`config.mk`:
```
export PLATFORM = sky130hd
export DESIGN_NAME = ula_8b
export DESIGN_NICKNAME = d
export VERILOG_FILES = /design/src/rtl/ula_8b_pkg.sv /design/src/rtl/ula_8b_adder.sv /design/src/rtl/ula_8b.sv
export SDC_FILE = /design/constraint.sdc
export NUM_CORES = 1
export LEC_CHECK = 0
export BUFFER_PORTS_ARGS = -buffer_cell sky130_fd_sc_hd__buf_2
export CAP_MARGIN = 40
export CORE_MARGIN = 8
export CORE_UTILIZATION = 45
export DETAILED_ROUTE_END_ITERATION = 12
export HOLD_SLACK_MARGIN = 0.02
export PLACE_DENSITY = 0.74
export REMOVE_ABC_BUFFERS = 1
export SKIP_CTS_REPAIR_TIMING = 1
export SYNTH_ARGS = -nofsm -noshare
export SYNTH_HDL_FRONTEND = slang
export SYNTH_SLANG_ARGS = --single-unit
```
`constraint.sdc`:
```
create_clock -name clk -period 1.1 [get_ports clk]
set_clock_uncertainty 0.2 [all_clocks]
set_input_delay 0.165 -clock clk [delete_from_list [all_inputs] [get_ports clk]]
set_output_delay 0.165 -clock clk [all_outputs]
set_load 0.03 [all_outputs]
```
`src/rtl/ula_8b_pkg.sv`:
```
// Shared definitions for the ula_8b ALU: operation encodings and flag bit positions.
package ula_8b_pkg;

  localparam logic [1:0] OP_ADD = 2'b00;
  localparam logic [1:0] OP_AND = 2'b01;
  localparam logic [1:0] OP_OR  = 2'b10;
  localparam logic [1:0] OP_NOT = 2'b11;

  localparam int FLAG_C = 3;
  localparam int FLAG_V = 2;
  localparam int FLAG_Z = 1;
  localparam int FLAG_N = 0;

endpackage

```
`src/rtl/ula_8b_adder.sv`:
```
// 8-bit two's-complement adder with carry-out and signed overflow detect.
module ula_8b_adder (
  input  logic [7:0] a,
  input  logic [7:0] b,
  output logic [7:0] sum,
  output logic       carry,
  output logic       overflow
);

  logic [8:0] sum_ext;

  assign sum_ext  = {1'b0, a} + {1'b0, b};
  assign sum      = sum_ext[7:0];
  assign carry    = sum_ext[8];
  // Signed overflow: operands agree in sign but the result does not.
  assign overflow = (a[7] == b[7]) && (sum_ext[7] != a[7]);

endmodule

```
`src/rtl/ula_8b.sv`:
```
// Registered 8-bit ALU (add/and/or/not) with one-cycle latency.
// Status flags exist only when ULA_8B_FLAGS_EN is defined; otherwise flag is tied to zero.
module ula_8b
  import ula_8b_pkg::*;
(
  input  logic       clk,
  input  logic       rst_n,
  input  logic       in_valid,
  input  logic [7:0] A,
  input  logic [7:0] B,
  input  logic       x,
  input  logic       y,
  output logic       out_valid,
  output logic [7:0] saida,
  output logic [3:0] flag
);

  logic [1:0] op;
  logic [7:0] add_sum;
  logic       add_carry;
  logic       add_overflow;
  logic [7:0] result;

  assign op = {x, y};

  ula_8b_adder u_adder (
    .a        (A),
    .b        (B),
    .sum      (add_sum),
    .carry    (add_carry),
    .overflow (add_overflow)
  );

  always_comb begin
    result = 8'h00;
    case (op)
      OP_ADD:  result = add_sum;
      OP_AND:  result = A & B;
      OP_OR:   result = A | B;
      OP_NOT:  result = ~A;
      default: result = 8'h00;
    endcase
  end

  always_ff @(posedge clk or negedge rst_n) begin
    if (!rst_n) begin
      saida     <= 8'h00;
      out_valid <= 1'b0;
    end else begin
      out_valid <= in_valid;
      if (in_valid) saida <= result;
    end
  end

`ifdef ULA_8B_FLAGS_EN
  logic [3:0] flag_next;

  always_comb begin
    flag_next         = 4'b0000;
    flag_next[FLAG_C] = (op == OP_ADD) && add_carry;
    flag_next[FLAG_V] = (op == OP_ADD) && add_overflow;
    flag_next[FLAG_Z] = (result == 8'h00);
    flag_next[FLAG_N] = result[7];
  end

  always_ff @(posedge clk or negedge rst_n) begin
    if (!rst_n)        flag <= 4'b0000;
    else if (in_valid) flag <= flag_next;
  end
`else
  logic unused_add_status;

  assign unused_add_status = add_carry ^ add_overflow;
  assign flag              = 4'b0000;
`endif

endmodule

```
* Word level (Yosys, flattened, before mapping)
Index checks and enable logic that the tools add are counted.
** Storage, ports and cells
- Output and inout port bits :: 13
- Logic and storage cells :: 11
- Register bits after elaboration :: 9
- Bits of input ports :: 21
** Operators by class
- Muxes and demuxes :: 1
- $add $sub $neg :: 1
- Reduce and logical (&&, ||, !) cells :: 1
- Bitwise gates (word level) :: 3
- Equality and inequality tests :: 3
** Operators by type and width (number)
- 8-bit one-hot mux with 4 select lines :: 1
- 8-bit adder :: 1
- 8-bit AND :: 1
- 8-bit NOT :: 1
- 8-bit OR :: 1
- 2-bit == test (second input constant) :: 2
- 2-bit by 1-bit == test with 1-bit output (second input constant) :: 1
- 2-bit logical NOT :: 1

* Longest topological paths before layout
- Depth after elaboration :: 2
- Mapped depth :: 7
- Gate-level depth less buffers :: 7

* By module
A second synthesis with hierarchy kept.
** Second synthesis, totals
- Cell total of the unflattened synthesis :: 115
- Area total of the unflattened synthesis :: 1043.5 um2
** Modules (own cells, without submodules)
- ula_8b :: times used 1, seq. area each 225.2 um2, area each 714.4 um2, cells each 73
- ula_8b_adder :: times used 1, seq. area each 0.0 um2, area each 329.1 um2, cells each 42

* Least setup slack after synthesis
No wires, ideal clock.
- Path type :: input -> register
- From :: in A[1]
- To :: reg saida[7]
- Cell stages on the path :: 6
- Library setup time :: 0.087 ns
- Arrival time :: 1.562 ns
- Required time :: 0.813 ns
- Path slack :: -0.748 ns
- Buffers on the path :: 0
- Path through :: inv_1 > ha_1 > a211o_1 > a2111o_1 > a211o_1 > o211ai_1
** Between the ends
- Word-level cells in the longest chain between the ends :: 2
** Ends and longest elaborated chain
- start, declared :: line ula_8b.sv:9 : input logic [7:0] A,
- 8-bit adder :: line ula_8b_adder.sv:12 : assign sum_ext = {1'b0, a} + {1'b0, b};
- 8-bit one-hot mux with 4 select lines :: line ula_8b.sv:36 : case (op)
- end signal, assigned :: line ula_8b.sv:51 : if (in_valid) saida <= result;
- end, declared :: line ula_8b.sv:14 : output logic [7:0] saida,
No other way between the ends.
A chain may end at the register's enable or synchronous reset.

* Worst setup path in the final report
Same ends and word-level chain as after synthesis.

==> impl_metrics.tcl <==
set metrics [dict create \
    p_leak_nw 0.909 \
    clock-sinks 9 \
    die_y_um 65.2 \
    finalInstanceArea_mm2 0.00182 \
    numCtsBuffers 3 \
    yosysTopAreaCell "dfrtp_1" \
    fillerInstances 147 \
    h-tree-depth 1 \
    cap_violations 0 \
    clk_pin_slew_ns 0.06 \
    ys_ff_latch 9 \
    period_needed_ns 1.68 \
    syn_inst 122 \
    fp.dieW_um 65.2 \
    fin_ws_ns -0.584 \
    syn_avg_cell_area_um2 8.93 \
    drive_gt1_frac 0.529 \
    setup_tns_ns -4.04 \
    hold_path.class "in -> async" \
    num_vias 1203 \
    wl_per_cell_um 17.3 \
    crit_required_ns 1.07 \
    syn2layout_area_growth_pct 67.2 \
    syn-cell-area_mm2 0.00109 \
    grt_busiest_layer "met2" \
    yosysTopAreaCellShare 0.207 \
    vias_per_cell 5.44 \
    initial_core_util 0.456 \
    finalNetCount 230 \
    irDropWorstVdd_uv 837 \
    dr.pass1.iters 4 \
    fin_util 0.763 \
    numPortBuffers 29 \
    synth_cell_type_count 41 \
    detail-route-antenna-nets 0 \
    fp-row-count 18 \
    cts.path.max_buffers 2 \
    mostFrequentLayoutCells "buf_4 (38), inv_1 (16), buf_2 (14), buf_6 (14), ha_1 (10)" \
    setup_viol 17 \
    antenna_found_initial 0 \
    n_antenna_cell 0 \
    dp_hpwl_um 2500 \
    power.density_cell_area_mw_per_mm2 856 \
    status "finished with violations" \
    grt_start_max_net_pins 10 \
    ys_warn_count 0 \
    clk_latency_ns 0.25 \
    grt_usage 0.134 \
    first_global_vias 1084 \
    critPathMaxFanout 3 \
    r2r_slack_ns -0.15 \
    final_common_cell "buf_4" \
    dpl-instance-area_mm2 0.00146 \
    startpoint_type "input port" \
    grt_setup_unrepaired "yes" \
    grt_util_met2 0.256 \
    hold_viol 0 \
    die_area_mm2 0.00425 \
    gr-usage-met3 0.0238 \
    crit_arrival_ns 1.65 \
    clockRootBuffer "clkbuf_4" \
    slew_violations 0 \
    gp_congestion 0.824 \
    drtIter0Drc 86 \
    end_kind "register" \
    grt_pass1_wl_um 4730 \
    drc 0 \
    core-area_mm2 0.00239 \
    grt_use_met1 0.154 \
    wl_um 3820 \
    failed_checks "negative setup slack" \
    hold_slack_ns 0.0931 \
    grt_remaining_overflow 0 \
    ys_seq_area_frac 0.207 \
    fmax_mhz 594 \
    path_class "in -> reg" \
    pin_count 34 \
    finalCritPeriodShare 1.53 \
    synthTopCellsByArea "dfrtp_1 (21%), ha_1 (18%), inv_1 (7.6%)" \
    post-place-ws_ns -0.933 \
    tritoncts "yes" \
]
power by group:
part	internal [mW]	total (mW)	switching, mW
clock	0.139	0.253	0.113
combinational	0.461	0.898	0.436
sequential	0.376	0.410	0.0342
total	0.976	1.56	0.584
sequential cells by signal, summed over array words and instances, names as in the netlist:
signal     count
saida          8
out_valid      1
path summary, 6_finish.rpt:
check,start,to,depth (start not counted)
hold reg to reg,saida[4]$_DFFE_PN0P_,saida[4]$_DFFE_PN0P_,2
hold / removal,rst_n,saida[4]$_DFFE_PN0P_,2
max in group asynchronous,rst_n,saida[6]$_DFFE_PN0P_,2
min in group clk,in_valid,saida[7]$_DFFE_PN0P_,4
setup reg to reg,saida[5]$_DFFE_PN0P_,saida[5]$_DFFE_PN0P_,5
setup / recovery,A[1],saida[7]$_DFFE_PN0P_,7
through the flow:
stage               total power, mW  cells
floorplan                     0.764    117
global placement               1.03    207
detailed placement             1.05    207
CTS                            1.30    211
global route                   1.65    221
finish                         1.56    221
critical path, cell delays in order:
cell,delay [ns]
buf_12,0.12
inv_8,0.05
ha_4,0.18
a211o_1,0.28
a2111o_1,0.46
a211o_1,0.29
o211ai_1,0.09
kinds of logic after synthesis:
family,share of synthesized area
other,0.00344
AND/OR/NAND/NOR,0.108
XOR/XNOR,0.00804
adder cells (fa/ha/maj),0.202
buffers and inverters,0.132
flip-flops,0.207
AO/OA/AOI/OAI,0.202
multiplexers,0.138
metal layers:
layer | wire length, µm | part of all wire | up-vias
met1 | 1570 | 0.41 | 578
met2 | 1970 | 0.52 | 60
met4 | 63 | 0.016 | 0
li1 | - | - | 561
met5 | 0 | 0 | -
met3 | 212 | 0.056 | 4
synth_stat cells (all sizes together):
cell and count:
mux2i 6, nor3 3, nor2 6, o22ai 1
fa 1, conb 1, o2bb2ai 1, clkbuf 2
mux4 3, o31a 1, nor4b 1, a2111o 1
a211oi 1, a22o 1, clkinv 1, nand3 3
buf 6, a21o 2, ha 16, a211o 4
inv 22, or3 1, a221o 1, mux2 2
o21ai 6, o21a 2, nor2b 2, dfrtp 9
nand3b 1, or2 1, xor2 1, a221oi 3
nand2 2, nor3b 1, a21oi 5, o211ai 1
or4 1
layout make-up:
type / instances / area (µm²) / area share
multi-input combinational: 85 / 861 / 0.473
clock buffer: 4 / 26.3 / 0.0144
tap: 30 / 37.5 / 0.0206
inverter: 23 / 104 / 0.0570
timing repair buffer: 70 / 568 / 0.312
sequential: 9 / 225 / 0.124
Note: power is estimated with default switching activity, not from simulation.
